### config.mk
export PLATFORM = sky130hd
export DESIGN_NAME = ascon_ctrl_fsm
export DESIGN_NICKNAME = d
export VERILOG_FILES = /design/src/rtl/ascon_ctrl_fsm.sv
export SDC_FILE = /design/constraint.sdc
export NUM_CORES = 1
export LEC_CHECK = 0
export BUFFER_PORTS_ARGS = -buffer_cell sky130_fd_sc_hd__buf_2
export CAP_MARGIN = 25
export CORE_AREA = 5 5 230 232
export CTS_CLUSTER_DIAMETER = 150
export DETAILED_ROUTE_END_ITERATION = 7
export DIE_AREA = 0 0 235 237
export SLEW_MARGIN = 25
export SYNTH_ARGS = -nofsm -noshare
export SYNTH_HDL_FRONTEND = slang
export SYNTH_SLANG_ARGS = --single-unit
### constraint.sdc
create_clock -name clock_i -period 2.6 [get_ports clock_i]
set_input_delay 0.13 -clock clock_i [delete_from_list [all_inputs] [get_ports clock_i]]
set_output_delay 0.13 -clock clock_i [all_outputs]
set_load 0.1 [all_outputs]
### src/rtl/ascon_ctrl_fsm.sv
// Sequencer between the ECG sample buffer and the ascon core: one AEAD pass per start
// (init, one associated-data block, NB_BLOCKS plaintext blocks, tag capture).
module ascon_ctrl_fsm #(
    parameter int NB_BLOCKS = 23,
    parameter int IDX_W     = 5
) (
    input  logic               clock_i,
    input  logic               reset_i,
    input  logic               start_i,
    input  logic [63:0]        da_i,
    input  logic [63:0]        pt_data_i,
    input  logic               pt_valid_i,
    output logic               pt_ready_o,
    output logic               init_o,
    output logic               associate_data_o,
    output logic               finalisation_o,
    output logic [63:0]        data_o,
    output logic               data_valid_o,
    input  logic               end_initialisation_i,
    input  logic               end_associate_i,
    input  logic [63:0]        cipher_i,
    input  logic               cipher_valid_i,
    input  logic               end_cipher_i,
    input  logic [127:0]       tag_i,
    input  logic               end_tag_i,
    output logic [63:0]        ct_data_o,
    output logic               ct_valid_o,
    output logic [IDX_W-1:0]   ct_index_o,
    output logic [127:0]       tag_o,
    output logic               busy_o,
    output logic               done_o,
    output logic [3:0]         state_dbg_o
);

    // Handshake: a plaintext block moves on the rising edge where pt_valid_i and
    // pt_ready_o are both high; pt_ready_o depends on state only, pt_valid_i may rise first.
    typedef enum logic [3:0] {
        IDLE            = 4'd0,
        INIT            = 4'd1,
        WAIT_INIT       = 4'd2,
        DA_SEND         = 4'd3,
        WAIT_DA         = 4'd4,
        PT_FETCH        = 4'd5,
        PT_SEND         = 4'd6,
        WAIT_CIPHER     = 4'd7,
        WAIT_END_CIPHER = 4'd8,
        WAIT_TAG        = 4'd9,
        DONE            = 4'd10
    } state_t;

    localparam logic [IDX_W-1:0] LAST_IDX = IDX_W'(NB_BLOCKS - 1);
    localparam logic [IDX_W-1:0] CNT_ONE  = IDX_W'(1);

    state_t             state_q;
    state_t             state_d;
    logic [IDX_W-1:0]   cnt_q;
    logic               last_blk;

    assign last_blk = (cnt_q == LAST_IDX);

    always_ff @(posedge clock_i or negedge reset_i) begin
        if (!reset_i) begin
            state_q <= IDLE;
        end else begin
            state_q <= state_d;
        end
    end

    always_comb begin
        state_d     = state_q;
        init_o      = 1'b0;
        pt_ready_o  = 1'b0;
        busy_o      = 1'b1;
        done_o      = 1'b0;
        state_dbg_o = state_q;
        case (state_q)
            IDLE: begin
                busy_o = 1'b0;
                if (start_i) state_d = INIT;
            end
            DONE: begin
                busy_o = 1'b0;
                done_o = 1'b1;
                if (start_i) state_d = INIT;
            end
            INIT: begin
                init_o  = 1'b1;
                state_d = WAIT_INIT;
            end
            WAIT_INIT: if (end_initialisation_i) state_d = DA_SEND;
            DA_SEND:   state_d = WAIT_DA;
            WAIT_DA:   if (end_associate_i) state_d = PT_FETCH;
            PT_FETCH: begin
                pt_ready_o = 1'b1;
                if (pt_valid_i) state_d = PT_SEND;
            end
            PT_SEND: state_d = WAIT_CIPHER;
            // A cipher word and its end strobe may coincide; take both in one step.
            WAIT_CIPHER: begin
                if (cipher_valid_i) begin
                    if (last_blk) state_d = end_tag_i ? DONE : WAIT_TAG;
                    else          state_d = end_cipher_i ? PT_FETCH : WAIT_END_CIPHER;
                end
            end
            WAIT_END_CIPHER: if (end_cipher_i) state_d = PT_FETCH;
            WAIT_TAG:        if (end_tag_i) state_d = DONE;
            default:         state_d = IDLE;
        endcase
    end

    always_ff @(posedge clock_i or negedge reset_i) begin
        if (!reset_i) begin
            cnt_q            <= '0;
            associate_data_o <= 1'b0;
            finalisation_o   <= 1'b0;
            data_o           <= '0;
            data_valid_o     <= 1'b0;
            ct_data_o        <= '0;
            ct_valid_o       <= 1'b0;
            ct_index_o       <= '0;
            tag_o            <= '0;
        end else begin
            data_valid_o <= 1'b0;
            ct_valid_o   <= 1'b0;
            case (state_q)
                IDLE, DONE: if (start_i) cnt_q <= '0;
                DA_SEND: begin
                    data_o           <= da_i;
                    associate_data_o <= 1'b1;
                    data_valid_o     <= 1'b1;
                end
                WAIT_DA: if (end_associate_i) associate_data_o <= 1'b0;
                PT_FETCH: if (pt_valid_i) data_o <= pt_data_i;
                PT_SEND: begin
                    data_valid_o   <= 1'b1;
                    finalisation_o <= last_blk;
                end
                WAIT_CIPHER: begin
                    if (cipher_valid_i) begin
                        ct_data_o  <= cipher_i;
                        ct_index_o <= cnt_q;
                        ct_valid_o <= 1'b1;
                        if (last_blk) begin
                            if (end_tag_i) begin
                                tag_o          <= tag_i;
                                finalisation_o <= 1'b0;
                            end
                        end else if (end_cipher_i) begin
                            cnt_q <= cnt_q + CNT_ONE;
                        end
                    end
                end
                // The last block never reaches this state, so the counter cannot wrap.
                WAIT_END_CIPHER: if (end_cipher_i) cnt_q <= cnt_q + CNT_ONE;
                WAIT_TAG: begin
                    if (end_tag_i) begin
                        tag_o          <= tag_i;
                        finalisation_o <= 1'b0;
                    end
                end
                default: ;
            endcase
        end
    end

endmodule
Word-level counts from Yosys, hierarchy flattened
Cells that the tools add are included.

word-level totals
  flip-flop bits (word level) = 274
  output and inout port bits = 273

cells by class
  $add $sub $neg = 1
  equal/unequal tests = 20
  mux-type cells = 35
  reduce and logical (&&, ||, !) cells = 15

operator list
  cell                                                 count
  2-to-1 mux 128 bit                                   3
  case mux 128 bit (2 select lines)                    1
  case mux 64 bit (2 select lines)                     1
  2-to-1 mux 64 bit                                    1
  case mux 4 bit (10 select lines)                     1
  2-to-1 mux 4 bit                                     9
  2-to-1 mux 5 bit                                     4
  equality test 4 x 3 -> 1 bit, second input constant  4
  != test 2 bit, second input constant                 8
  case mux 5 bit (3 select lines)                      1
  equality test 4 bit, second input constant           3
  2-to-1 mux 1 bit                                     11
  equality test 4 x 2 -> 1 bit, second input constant  2
  AND reduction 7 bit                                  1
  AND reduction 2 bit                                  3
  AND reduction 3 bit                                  2
  nonzero test 2 bit                                   3
  nonzero test 3 bit                                   2
  adder 5 x 1 -> 5 bit, second input constant          1
  equality test 5 bit, second input constant           1
  equality test 4 x 1 -> 1 bit, second input constant  1
  logical NOT 4 bit                                    1
  AND reduction 4 bit                                  1
  OR reduction 2 bit                                   2
  4 further kinds                                      4

Logic depth before layout (Yosys ltp)
  depth in word-level cells = 5
  mapped depth = 8

Worst setup path after synthesis
Ideal clock, no wire load.

  path type = reg2out
  start point = register state_q[2] (netlist: state_dbg_o[2])
  end point = output port init_o
  data arrival time = 3366 ps
  path slack = -896 ps
  stages on the path, launching flop included = 4
  path buffers = 2
  cells stage by stage = dfrtp_1 -> buf_4 -> clkbuf_1 -> nor3_1

on the way
  cells in the longest elaborated chain, start to end = 2

RTL lines
  what                          line  source
  start: declaration            54    state_t state_q;
  start signal: assignment      65    state_q <= state_d;
  equality test 4 x 1 -> 1 bit  76    case (state_q)
  2-to-1 mux 1 bit              76
  end: declaration              14    output logic init_o,

No other way between the ends.

Final worst setup path
  start point = register state_q[0] (netlist: state_dbg_o[0])
  end point = register state_q[1] (netlist: state_dbg_o[1])

on the way
  cells in the longest elaborated chain, start to end = 4
  elaborated cells on any way between the ends = 21
  those cells by class = eq/ne (17); mux (1); reduce/logical (3)

RTL lines
  what                                                             line
  equality test 4 bit / logical NOT 4 bit (equally long branches)  76
  OR reduction 2 bit (no source line)                              -
  != test 2 x 1 -> 1 bit (no source line)                          -
  AND reduction 7 bit (no source line)                             -

Parallel ways exist; a longest one is shown, timed or not.
A chain may end at the register's enable or synchronous reset.

==> impl_metrics.csv <==
group,metric,value,unit
run_status,status,"completed",
setup_path,startpoint,"state_dbg_o[0]",
global_route,grt_pass1_wl,64500,µm
detailed_routing,dr.pass1.iters,4,
setup_path,cp-end-kind,"register",
yosys,synthTopCellsByCount,"dfrtp_1 (274), mux2_4 (120), nor2_1 (77)",
floorplan,dieArea,55700,µm²
final_layout,nets,2101,
global_route,grt_max_degree,129,
detailed_routing,drt_iter0_drc,326,
floorplan,die_x,235,µm
floorplan,io_pins,602,
timing,rsz0062_at_grt,"false",
final_layout,post-route-cell-area,20000,µm²
yosys,synthSimpleGateAreaFrac,4.85,%
clocking,cts_root_buf,"clkbuf_16",
clocking,cts_tree,"done",
setup_path,critPathMaxFanout,10,
setup_path,crit_required,3.04,ns
yosys,yosysWarningCount,0,
setup_path,rr_worst_depth,6,
detailed_routing,totalWireLength,42000,µm
setup_path,cp-endpoint,"state_dbg_o[1]",
yosys,synth_area_per_cell,14.5,µm²
detailed_routing,wire_per_inst,17.0,µm
placed_design,routabilityCongestion,0.937,
setup_path,crit_type,"reg2reg",
global_route,antenna_found_initial,5,
setup_path,startpoint_type,"register",
setup_path,arrival,2.79,ns
final_layout,antenna_cells,0,
placed_design,dpl.hpwl,28800,µm
floorplan,core_area,50800,µm²
floorplan,die_y,237,µm
placed_design,dp_cells,2087,
timing,hold_viol_final,0,
global_route,overflow,0,
yosys,synth_compound_area_share,4.66,%
yosys,synth_seq_cells,274,
setup_path,r2r_end,"state_dbg_o[1]",
yosys,synth-edff-count,0,
yosys,syn_nets,1138,
clocking,clk_latency,0.56,ns
yosys,synth.most_common_cell,"dfrtp_1",
job,drv_cap,0,
yosys,synth-main-ff-cell,"dfrtp_1",
final_layout,drive_gt1_share,50.8,%
yosys,ys_top_cells_by_area,"dfrtp_1 (58%), mux2_4 (15%), mux2_2 (7.3%)",
yosys,ys_seq_area_share,58.5,%
clocking,cts.htree.levels,1,
clocking,clk_pin_slew,0.06,ns
timing,clock.fmax,0.426,GHz
timing,min_period_over_period,90.3,%
detailed_routing,dr_total_vias,10400,
yosys,synth_area_leader_cell,"dfrtp_1",
placed_design,portBuffers,601,
clocking,clock_sinks,274,
timing,fin_ws,0.252,ns
yosys,synth_top_family_by_area,"multiplexers",
final_layout,seq_area,6860,µm²
yosys,synth-async-reset-ratio,100,%
yosys,synth_xor_area_share,0.149,%
clocking,cts_buffer_depth,3,
final_layout,fillers,4692,
final_layout,areaGrowthSynthToFinish,70.5,%
detailed_routing,remaining_drc_errors,0,
setup_path,rrSetupSlack,0.25,ns
yosys,syn_inst,807,
floorplan,num_rows,83,
detailed_routing,antenna_left,0,
global_route,grt_pass1_vias,11300,
global_route,track_usage,14.2,%
clocking,cts_inserted_buffers,31,
final_layout,fin_cells,2469,
yosys,synth_area,11700,µm²
placed_design,dpl_cell_area,15700,µm²
hold_path,hold_class,"in2async",
placed_design,place_ws,0.431,ns
yosys,synth_fa_ha_area_share,0.213,%
setup_path,r2r_start,"state_dbg_o[0]",
yosys,synth_top_area_share,58.5,%
final_layout,multi_input_area,4500,µm²
floorplan,initial_utilization,23.1,%
yosys,synth_mux_area_share,28.3,%
yosys,synthDistinctLibCells,45,
detailed_routing,via_per_inst,4.20,
timing,clock_skew,0.0174,ns
timing,maxSlewViolCount,0,
timing,slew_headroom,50.4,%
timing,tightest_slew,0.745,ns
timing,fin_crit,2.35,ns
timing,setup_viol,0,
-- worst max-delay path, stage by stage, from the launching register on --
cell and delay (ns):
dfrtp_1 0.44, buf_4 0.20, or2_2 0.35, o32a_1 0.40, a31oi_1 0.21, nor3_1 0.07, dlygate4sd3_1 0.55
-- metal layers --
layer | part of all wire, % | vias up | GRT usage [%]
met5 | 0.095 | - | 0
met4 | 4.0 | 6 | 5.15
met3 | 7.4 | 105 | 4.47
met2 | 51 | 471 | 25.3
met1 | 38 | 5028 | 16.0
li1 | - | 4750 | -
-- worst min path at each step --
| stage | startpoint | end | slack [ns] | cells past startpoint |
|---|---|---|---|---|
| floorplan | reset_i | associate_data_o | -0.17 | 0 |
| global placement | reset_i | tag_o[126] | 0.20 | 1 |
| detailed placement | reset_i | tag_o[126] | 0.21 | 1 |
| CTS | end_tag_i | state_dbg_o[0] | 0.18 | 5 |
| global route | end_tag_i | tag_o[61] | 0.21 | 5 |
| finish | reset_i | tag_o[126] | 0.20 | 2 |
-- kinds of logic after synthesis --
family / count (synthesis)
AO/OA/AOI/OAI: 97
XOR/XNOR: 2
multiplexers: 262
adder cells (fa/ha/maj): 2
flip-flops: 274
buffers and inverters: 50
AND/OR/NAND/NOR: 120
-- flip-flops by register name, summed over array words and instances, names as in the netlist --
signal            cells
data_valid_o          1
ct_data_o            64
ct_valid_o            1
data_o               64
tag_o               128
associate_data_o      1
finalisation_o        1
cnt_q                 5
state_dbg_o           4
ct_index_o            5
-- stage by stage --
stage               util [%]  hold WS, ns  setup TNS [ns]
finish                  39.3        0.201               0
global route            39.3        0.211               0
CTS                     39.3        0.182               0
detailed placement      30.9        0.213               0
global placement        30.9        0.200               0
floorplan                  -       -0.166         -0.0508
-- cell type report --
cell class                 instances  share of cell area [%]
sequential                       274                    34.3
timing repair buffer             978                    34.0
multi-input combinational        483                    22.5
clock buffer                      44                    4.53
tap                              680                    4.26
clock inverter                     8                   0.338
inverter                           2                  0.0376
-- what timing repair did --
item,CTS,global route
gates resized for setup,0,0
hold buffers,327,0
setup buffers,0,3
endpoints found under the hold margin,331,0
endpoints found under the setup margin,0,52
-- placed cells by master, fill, tap and decap left out, types with 2 or more instances in the layout --
master,instances
clkbuf_1,5
mux2_2,76
dlygate4sd3_1,327
mux2i_1,66
xnor2_1,2
mux2_4,120
clkinv_2,6
nand2b_1,6
ha_1,2
inv_1,2
and4b_1,2
o31ai_2,2
buf_4,40
clkbuf_8,8
nand3_1,2
buf_2,600
nor2_1,75
nor2_4,2
a21oi_1,69
nor2b_1,4
nand2_1,10
o21ai_0,11
nor3b_1,4
buf_12,10
dfrtp_1,274
clkbuf_16,31
nor3_1,3
o31ai_1,3
o21bai_1,2
Power is left out: the tool's default activity adds up to more than one toggle a clock period on the data nets, which glitch-free logic cannot reach.
